$ cat src/rtl/xor_path_sequencer.sv
// Stimulus/measurement controller for a two-input XOR path-delay cell: steps the
// inputs through 00,01,10,11 and reports how many cycles the output takes to settle.
module xor_path_sequencer #(
    parameter int CNT_W      = 8,
    parameter int SETTLE_MAX = 200,
    parameter int HOLD       = 4
) (
    input  logic             clk,
    input  logic             rst,
    input  logic             start,
    input  logic             abort,
    input  logic             x_in,
    output logic             a_out,
    output logic             b_out,
    output logic             busy,
    output logic             meas_valid,
    output logic [1:0]       meas_idx,
    output logic [CNT_W-1:0] meas_cycles,
    output logic             meas_timeout,
    output logic             done,
    output logic [CNT_W-1:0] max_cycles,
    output logic [2:0]       timeout_cnt
);

    localparam int                HOLD_W     = (HOLD > 1) ? $clog2(HOLD) : 1;
    localparam logic [HOLD_W-1:0] HOLD_LAST  = HOLD_W'((HOLD > 0) ? HOLD - 1 : 0);
    localparam logic [CNT_W-1:0]  SETTLE_LIM = CNT_W'(SETTLE_MAX);

    typedef enum logic [2:0] {
        S_IDLE,
        S_WAIT,
        S_REPORT,
        S_HOLDS,
        S_DONE
    } state_e;

    state_e            state_q;
    logic [1:0]        idx_q;          // step index; also the {a,b} drive pattern
    logic [CNT_W-1:0]  cnt_q;
    logic [HOLD_W-1:0] hold_q;
    logic              meas_valid_q;
    logic [1:0]        meas_idx_q;
    logic [CNT_W-1:0]  meas_cycles_q;
    logic              meas_timeout_q;
    logic              done_q;
    logic [CNT_W-1:0]  max_q;
    logic [2:0]        timeout_cnt_q;

    logic              match_d;
    logic [1:0]        idx_d;
    logic [CNT_W-1:0]  max_d;

    // NOTE: every always_comb output gets a value on every path, so no latch is inferred.
    always_comb begin
        match_d = (x_in == (idx_q[1] ^ idx_q[0]));
        idx_d   = idx_q + 2'd1;
        max_d   = (meas_cycles_q > max_q) ? meas_cycles_q : max_q;
    end

    // NOTE: state is updated with non-blocking assignments only, and reset is sampled on the clock edge.
    always_ff @(posedge clk) begin
        if (rst) begin
            state_q        <= S_IDLE;
            idx_q          <= '0;
            cnt_q          <= '0;
            hold_q         <= '0;
            meas_valid_q   <= 1'b0;
            meas_idx_q     <= '0;
            meas_cycles_q  <= '0;
            meas_timeout_q <= 1'b0;
            done_q         <= 1'b0;
            max_q          <= '0;
            timeout_cnt_q  <= '0;
        end else if (abort && state_q != S_IDLE) begin
            // Abort leaves drive and summary values as they were.
            state_q      <= S_IDLE;
            meas_valid_q <= 1'b0;
            done_q       <= 1'b0;
        end else begin
            case (state_q)
                S_IDLE: begin
                    if (start) begin
                        state_q       <= S_WAIT;
                        idx_q         <= '0;
                        cnt_q         <= '0;
                        max_q         <= '0;
                        timeout_cnt_q <= '0;
                    end
                end
                S_WAIT: begin
                    if (match_d) begin
                        state_q        <= S_REPORT;
                        meas_valid_q   <= 1'b1;
                        meas_idx_q     <= idx_q;
                        meas_cycles_q  <= cnt_q;
                        meas_timeout_q <= 1'b0;
                    end else if (cnt_q == SETTLE_LIM) begin
                        state_q        <= S_REPORT;
                        meas_valid_q   <= 1'b1;
                        meas_idx_q     <= idx_q;
                        meas_cycles_q  <= SETTLE_LIM;
                        meas_timeout_q <= 1'b1;
                        timeout_cnt_q  <= timeout_cnt_q + 3'd1;
                    end else begin
                        cnt_q <= cnt_q + 1'b1;
                    end
                end
                S_REPORT: begin
                    meas_valid_q <= 1'b0;
                    max_q        <= max_d;
                    if (HOLD != 0) begin
                        hold_q  <= '0;
                        state_q <= S_HOLDS;
                    end else if (idx_q == 2'd3) begin
                        state_q <= S_DONE;
                        done_q  <= 1'b1;
                    end else begin
                        idx_q   <= idx_d;
                        cnt_q   <= '0;
                        state_q <= S_WAIT;
                    end
                end
                S_HOLDS: begin
                    if (hold_q != HOLD_LAST) begin
                        hold_q <= hold_q + 1'b1;
                    end else if (idx_q == 2'd3) begin
                        state_q <= S_DONE;
                        done_q  <= 1'b1;
                    end else begin
                        idx_q   <= idx_d;
                        cnt_q   <= '0;
                        state_q <= S_WAIT;
                    end
                end
                S_DONE: begin
                    done_q  <= 1'b0;
                    state_q <= S_IDLE;
                end
                default: state_q <= S_IDLE;
            endcase
        end
    end

    assign a_out        = idx_q[1];
    assign b_out        = idx_q[0];
    assign busy         = (state_q != S_IDLE);
    assign meas_valid   = meas_valid_q;
    assign meas_idx     = meas_idx_q;
    assign meas_cycles  = meas_cycles_q;
    assign meas_timeout = meas_timeout_q;
    assign done         = done_q;
    assign max_cycles   = max_q;
    assign timeout_cnt  = timeout_cnt_q;

endmodule

$ cat config.mk
export PLATFORM = sky130hd
export DESIGN_NAME = xor_path_sequencer
export DESIGN_NICKNAME = d
export VERILOG_FILES = /design/src/rtl/xor_path_sequencer.sv
export SDC_FILE = /design/constraint.sdc
export NUM_CORES = 1
export LEC_CHECK = 0
export CAP_MARGIN = 40
export CORE_ASPECT_RATIO = 1.25
export CORE_UTILIZATION = 35
export DETAILED_ROUTE_END_ITERATION = 6
export GPL_TIMING_DRIVEN = 0
export SLEW_MARGIN = 5
export SYNTH_ARGS = -nofsm -noshare
export SYNTH_HDL_FRONTEND = slang
export SYNTH_SLANG_ARGS = --single-unit
$ cat constraint.sdc
create_clock -name clk -period 3 [get_ports clk]
set_input_delay 0.3 -clock clk [delete_from_list [all_inputs] [get_ports clk]]
set_output_delay 0.3 -clock clk [all_outputs]
set_load 0.05 [all_outputs]
# After elaboration in Yosys (flattened, before gate mapping)
# Cells that the tools add are included.
[totals]
register_bits = 39
latch_bits = 0
mem_bits_rw = 0
rom_bits = 0
in_bits = 5
output_inout_bits = 27
elab_cells = 92
memories = 0
[classes]
add_sub_neg = 4
n_mul = 0
div_mod_pow = 0
order_cmp = 1
n_eq_ne = 18
n_shift = 0
mux = 35
bitwise_logic = 2
n_reduce_logical = 21
[op_table]
columns = ["cell", "n"]
rows = [
  ["8-bit 2-to-1 mux", 8],
  ["3-bit 2-to-1 mux", 8],
  ["8-bit case mux with 3 select lines", 1],
  ["2-bit inequality test, second input constant", 10],
  ["8-bit case mux with 2 select lines", 1],
  ["2-bit nonzero test", 7],
  ["2-bit 2-to-1 mux", 6],
  ["3-bit case mux with 4 select lines", 1],
  ["3-bit AND reduction", 4],
  ["5-bit AND reduction", 2],
  ["8-bit by 1-bit adder with 8-bit output, second input constant", 1],
  ["8-bit equality test, second input constant", 1],
  ["8-bit greater-than comparator", 1],
  ["2-bit case mux with 2 select lines", 2],
  ["7-bit AND reduction", 1],
  ["3-bit by 2-bit equality test with 1-bit output, second input constant", 2],
  ["3-bit case mux with 2 select lines", 1],
  ["3-bit nonzero test", 2],
  ["1-bit 2-to-1 mux", 5],
  ["2-bit by 1-bit adder with 2-bit output, second input constant", 2],
  ["1-bit case mux with 2 select lines", 2],
  ["4-bit AND reduction", 1],
  ["3-bit by 1-bit adder with 3-bit output, second input constant", 1],
  ["3-bit by 1-bit equality test with 1-bit output, second input constant", 1],
  ["10 further kinds", 10],
]

# Logic depth before layout (Yosys ltp)
# Gate-level depths: netlist of the first run.
[logic_depth]
word_depth = 4
mapped_depth = 8
depth_no_buf = 6

# Worst setup path before layout of the first run
# No wires, ideal clock.
[synth_timing]
kind = "flip-flop to flip-flop"
start = "register max_q[6] (netlist: max_cycles[6])"
end = "register max_q[3] (netlist: max_cycles[3])"
setup_time_ps = 79
arrival_ps = 2184
required_ps = 2921
setup_slack_ps = 736
path_stages_with_launch = 9
n_path_buf = 2
synth_period_minus_slack_ps = 2264
cell_sequence = "dfxtp_1 > inv_1 > ha_1 > and4_1 > buf_2 > o2111ai_1 > and3_1 > buf_2 > o211ai_1"
[synth_via]
elab_chain_cells = 3
[synth_rtl]
columns = ["element", "line_no", "source"]
rows = [
  ["start, declared", "46", "logic [CNT_W-1:0] max_q;"],
  ["start signal, assigned", "110", "max_q <= max_d;"],
  ["8-bit greater-than comparator", "57", "max_d = (meas_cycles_q > max_q) ? meas_cycles_q : max_q;"],
  ["2-bit inequality test (no source line)", "-", ""],
  ["4-bit AND reduction (no source line)", "-", ""],
]
# No other way between the ends.
# A chain may end at the register's enable or synchronous reset.

# Worst setup path after layout of the first run
[layout_timing]
start = "register state_q[1]"
end = "output port busy"
[layout_via]
elab_chain_cells = 1
[layout_rtl]
columns = ["element", "line_no", "source"]
rows = [
  ["start, declared", "37", "state_e state_q;"],
  ["start signal, assigned", "63", "state_q <= S_IDLE;"],
  ["start signal, assigned", "76", "state_q <= S_IDLE;"],
  ["start signal, assigned", "83", "state_q <= S_WAIT;"],
  ["3-bit nonzero test", "146", "assign busy = (state_q != S_IDLE);"],
  ["end, declared", "15", "output logic busy,"],
]
# No other way between the ends.

==> flow_summary.ini, run 1 <==
[synth]
synth_top_area_share = 0.322
syn_inst = 282
netlist_area_mm2 = 0.00243
syn-num-nets = 300
ys_seq_elements = 39
synthArstFlopShare = 0
synth_edf_count = 0
synthTopCellsByArea = dfxtp_1 (32%), o211ai_1 (7.4%), ha_1 (6.7%)
yosysUniqueCellTypes = 55
synth-seq-area-share = 0.322
yosys_warnings = 0
yosys_most_used_dff = dfxtp_1
postSynthAreaPerCell_um2 = 8.61
synth_largest_area_cell = dfxtp_1

[setup_path]
crit_path_end_kind = output pin
slowest_stage = clkdlybuf4s50_1
reg2reg_from = max_cycles[7]$_SDFFE_PP0P_
path_cells = nor2_1 > nand2_1 > clkdlybuf4s50_1
reg2reg_depth = 8
start_kind = register
path_class = register to output pin
cpPeakStageDelay_ns = 0.74
worstPathArrival_ns = 2.12
critPathRequiredTime_ns = 2.70
timing.rr.end = max_cycles[2]$_SDFFE_PP0P_
critPathMaxFanout = 7
reg2reg_slack_ns = 0.76

[cells_and_area]
nets = 338
antennaDiodeCount = 0
design_area_mm2 = 0.00295
mostFrequentLayoutCells = dfxtp_1 (39), clkdlybuf4s50_1 (31), o211ai_1 (24)
syn_to_final_growth_pct = 21.4
layout_commonest_cell = dfxtp_1
drive_gt1_frac = 0.0966

[global_routing]
grt_pass1_vias = 2183
grt_max_degree = 12
antenna_found_initial = 0
grt_pass1_wl_um = 10600
grt_usage = 0.183
grt_overflow_total = 0

[cts]
cts_resized = 0
ctsHoldBuffers = 0
clk_latency_ns = 0.29
clk_transition_reported_paths_ns = 0.08
clockRootBuffer = clkbuf_8
htree_levels = 2
post_cts_buffers = 0
cts_buffers = 5
clkSinkCount = 39
cts_tree = done
ctsLongestPathBuffers = 2

[detailed_routing]
drt_iter0_markers = 150
ant_nets = 0
via_count = 2291
routed_wl_um = 6430
wire_per_inst_um = 15.7
first_pass_iters = 5
route.detailed.drc = 0
vias_per_cell = 5.62

[hold_path]
worstHoldStart = meas_idx[0]$_SDFFE_PP0P_
hp-class = register to register
whs_path_depth = 2
whs_endpoint = meas_idx[0]$_SDFFE_PP0P_

[sta]
min_period_ns = 2.42
hold_viol = 0
timing.fmax_mhz = 414
setup_slack_ns = 0.583
tns_ns = 0
whs_ns = 0.490
fin_crit_sh = 0.806
tightestPinTransition_ns = 0.888
clock_skew_ns = 0.00913
finalSetupViolCount = 0
rsz0062_at_grt = no
finalMaxSlewViolations = 0
relSlewSlack = 0.403

[floorplanning]
start_util = 0.365
die_x_um = 76.5
io_pins = 32
die_area_mm2 = 0.00727
core_area_mm2 = 0.00665
placementRows = 33
chipHeight_um = 95.1

[power]
pwr_density_cell_mw_per_mm2 = 410
leakagePower_nw = 0.928
p_total_mw = 1.21
peakVddDrop_v = 0.000252

[placed_design]
place_area_mm2 = 0.00285
gp_congestion = 0.833
dpl_worst_slack_ns = 0.594
dpl.hpwl_um = 4700
portBuffers = 31

[status]
outcome = complete, no violations

[run]
cap_viol_max_count = 0
[Yosys cell counts, drive strengths merged (3+ instances only)]
master    n
a2111oi   5
a21o      3
nand3b    3
and3      3
nand4    19
buf      13
ha       13
nand3    10
a211oi    4
o21a      4
nor2     15
dfxtp    39
o22ai     3
nor2b     3
inv      23
o211ai   24
nand2b    3
a21oi    17
o21ai    21
mux2i     9
clkbuf    5
nor3      8
nand2    12
[power breakdown]
| group | switching, mW | internal (mW) |
|---|---|---|
| Clock | 0.188 | 0.210 |
| Combinational | 0.184 | 0.0847 |
| Sequential | 0.0132 | 0.528 |
[critical path: cells and delay by family (launching register included)]
kind,cells,cell delay (ns)
and+or+nand+nor,2,0.70
DFF,1,0.39
buffers and inverters,1,0.74
[cells by family (layout without fill, tap and decap cells)]
kind of cell / count (synthesis) / in the layout / share of synthesized area
AND/OR/NAND/NOR: 88 / 88 / 0.214
XOR/XNOR: 2 / 2 / 0.0103
flip-flops: 39 / 39 / 0.322
multiplexers: 9 / 9 / 0.0371
adder cells (fa/ha/maj): 13 / 13 / 0.0670
buffers and inverters: 42 / 81 / 0.0722
AO/OA/AOI/OAI: 89 / 89 / 0.277
[state kept, by name (all words and copies together) (netlist names)]
signal and cells:
meas_idx 2, max_cycles 8, state_q 3, meas_valid 1
done 1, cnt_q 8, idx_q 2, timeout_cnt 3
hold_q 2, meas_cycles 8, meas_timeout 1
[worst max-delay path by stage]
stage	cells past startpoint	slack (ns)	start	to
2_1_floorplan	8	0.74	max_cycles[6]$_SDFFE_PP0P_	max_cycles[3]$_SDFFE_PP0P_
3_3_place_gp	5	0.58	rst	hold_q[1]$_SDFFE_PP0P_
3_5_place_dp	5	0.59	rst	hold_q[1]$_SDFFE_PP0P_
4_1_cts	3	0.58	state_q[1]$_SDFFE_PP0P_	busy
5_1_grt	3	0.50	state_q[1]$_SDFFE_PP0P_	busy
6_report	3	0.58	state_q[1]$_SDFFE_PP0P_	busy
[per-layer routing]
layer	vias to the layer above	share of wire	global-route usage
met5	-	0	0
met4	0	0.0095	0.0513
met3	8	0.027	0.0239
met2	47	0.51	0.333
met1	1095	0.46	0.227
li1	1141	-	-
[through the flow]
| step | utilization | cells |
|---|---|---|
| CTS | 0.443 | 408 |
| floorplan | - | 282 |
| global placement | 0.428 | 400 |
| global route | 0.443 | 408 |
| finish | 0.443 | 408 |
| detailed placement | 0.428 | 400 |
[cell type report]
| class | count | area [µm²] |
|---|---|---|
| Multi-Input combinational cell | 201 | 1470 |
| Sequential cell | 39 | 781 |
| Tap cell | 87 | 109 |
| Timing Repair Buffer | 31 | 310 |
| Buffer | 18 | 85.1 |
| Fill cell | 669 | 3700 |
| Inverter | 24 | 90.1 |
| Clock buffer | 8 | 100 |
Power figures use the tool's default switching activity.
==> run 2, diff against run 1 <==
==> constraint.sdc (replaced) <==
create_clock -name clk -period 1.9 [get_ports clk]
set_input_delay 0.19 -clock clk [delete_from_list [all_inputs] [get_ports clk]]
set_output_delay 0.19 -clock clk [all_outputs]
set_load 0.05 [all_outputs]
==> run 2 against run 1 <==
Against the previous run: the flow now finishes with violations (setup timing); non-clock buffer count is 16 higher; count of clock-buffer cells in the layout fell by 1; clock power grew 51%; setup slack worse by 0.60 ns; routed wire length increased by 5.1%; highest routed layer unchanged; combinational power is 100% higher.
==> flow_summary.ini, run 2 (synthesis gave the netlist of run 1 again) <==
[cells_and_area]
nets = 354
design_area_mm2 = 0.00336
layout_commonest_cell = clkdlybuf4s50_1
antennaDiodeCount = 0
multi_input_area_mm2 = 0.00167
mostFrequentLayoutCells = clkdlybuf4s50_1 (30), o211ai_1 (24), inv_1 (19), nand4_1 (19), dfxtp_1 (18)
syn_to_final_growth_pct = 38.6
final-seq-area_um2 = 835
nFillCells = 635
drive_gt1_frac = 0.267

[setup_path]
reg2reg_from = idx_q[0]$_SDFFE_PP0P_
critPathMaxFanout = 7
crit_path_end_kind = register
reg2reg_slack_ns = -0.01
reg2reg_depth = 6
path_class = register to register
start_kind = register
startpoint = idx_q[0]$_SDFFE_PP0P_
worstPathArrival_ns = 2.14
timing.rr.end = cnt_q[7]$_SDFFE_PP0P_
critPathRequiredTime_ns = 2.12

[floorplanning]
io_pins = 32
die_area_mm2 = 0.00727
core_area_mm2 = 0.00665
start_util = 0.365
placementRows = 33
die_x_um = 76.5
chipHeight_um = 95.1

[detailed_routing]
vias_per_cell = 5.67
first_pass_iters = 4
wl_met3_um = 176
routed_wl_um = 6750
drt_iter0_markers = 182
wl_met2_um = 3400
route.detailed.drc = 0
top_layer_used = met4
wl_met1_um = 3070
wire_per_inst_um = 15.9
via_count = 2406
ant_nets = 0

[placed_design]
gp_congestion = 0.848
portBuffers = 31
place_area_mm2 = 0.00297
dpl.hpwl_um = 4810

[global_routing]
antenna_found_initial = 0
grt_overflow_total = 0
grt_pass1_wl_um = 11600
grt_usage = 0.199
grt_pass1_vias = 2342
grt_max_degree = 12

[cts]
htree_levels = 2
clockRootBuffer = clkbuf_8
ctsLongestPathBuffers = 2
cts_buffers = 5
clk_transition_reported_paths_ns = 0.08
ctsHoldBuffers = 0
cts_tree = done
clkSinkCount = 39
clk_latency_ns = 0.29

[sta]
rsz0062_at_grt = yes
fin_crit_sh = 1.01
setup_slack_ns = -0.0147
finalMaxSlewViolations = 0
timing.fmax_mhz = 522
min_period_ns = 1.91
finalSetupViolCount = 1
hold_viol = 0
clock_skew_ns = 0.00795
whs_ns = 0.483
tightestPinTransition_ns = 0.514
relSlewSlack = 0.658

[status]
violations = setup timing
outcome = finished with violations

[hold_path]
worstHoldStart = meas_idx[0]$_SDFFE_PP0P_
whs_endpoint = meas_idx[0]$_SDFFE_PP0P_
hp-class = register to register
whs_path_depth = 2

[run]
cap_viol_max_count = 0

[power]
pwr_density_cell_mw_per_mm2 = 590
peakVddDrop_v = 0.000328
leakagePower_nw = 1.06
run 2: worst max path at each step:
stage	end	slack, ns	depth (start not counted)
2_1_floorplan	max_cycles[0]$_SDFFE_PP0P_	-0.01	8
4_1_cts	cnt_q[5]$_SDFFE_PP0P_	-0.01	6
5_1_grt	cnt_q[7]$_SDFFE_PP0P_	-0.05	6
3_3_place_gp	hold_q[1]$_SDFFE_PP0P_	-0.41	5
6_report	cnt_q[7]$_SDFFE_PP0P_	-0.01	6
3_5_place_dp	hold_q[1]$_SDFFE_PP0P_	-0.42	5
run 2: worst max-delay path: stages (launching register included):
cell	delay, ns
dfxtp_4	0.36
ha_4	0.16
nand3b_1	0.18
a2111o_4	0.56
buf_6	0.16
a2111oi_4	0.22
mux2i_1	0.21
run 2: layer usage:
layer	vias up	global-route usage
met5	-	0
met3	12	0.0287
met4	0	0.0657
li1	1175	-
met1	1159	0.250
met2	60	0.348
run 2: power breakdown:
group          switching (mW)  total [mW]  internal, mW  leakage, nW
sequential             0.0213       0.842         0.820        0.329
combinational           0.326       0.538         0.212        0.689
clock                   0.311       0.602         0.292       0.0459
total                   0.658        1.98          1.32         1.06
run 2: layout make-up:
type	instances	area share
plain buffers	17	0.0346
clock buffers	7	0.0257
clock inverters	1	0.00112
inverters	24	0.0268
multi-input cells	201	0.496
flip-flops and latches	39	0.248
well taps	87	0.0324
repair buffers	48	0.135
run 2: stage by stage:
stage | setup TNS (ns) | power [mW] | instances | utilization | setup WS, ns
2_1_floorplan | -0.0789 | 1.17 | 282 | - | -0.0146
3_3_place_gp | -9.13 | 1.29 | 400 | 0.446 | -0.413
3_5_place_dp | -8.85 | 1.29 | 401 | 0.447 | -0.424
4_1_cts | -0.0150 | 1.96 | 419 | 0.487 | -0.0110
5_1_grt | -0.235 | 2.07 | 424 | 0.506 | -0.0474
6_report | -0.0147 | 1.98 | 424 | 0.506 | -0.0147
run 2: what timing repair did:
item / 4_1_cts / 5_1_grt
resized for setup: 20 / 23
gates cloned: 1 / 0
setup endpoints to repair: 36 / 37
pin swaps: 7 / 8
setup buffers: 9 / 6
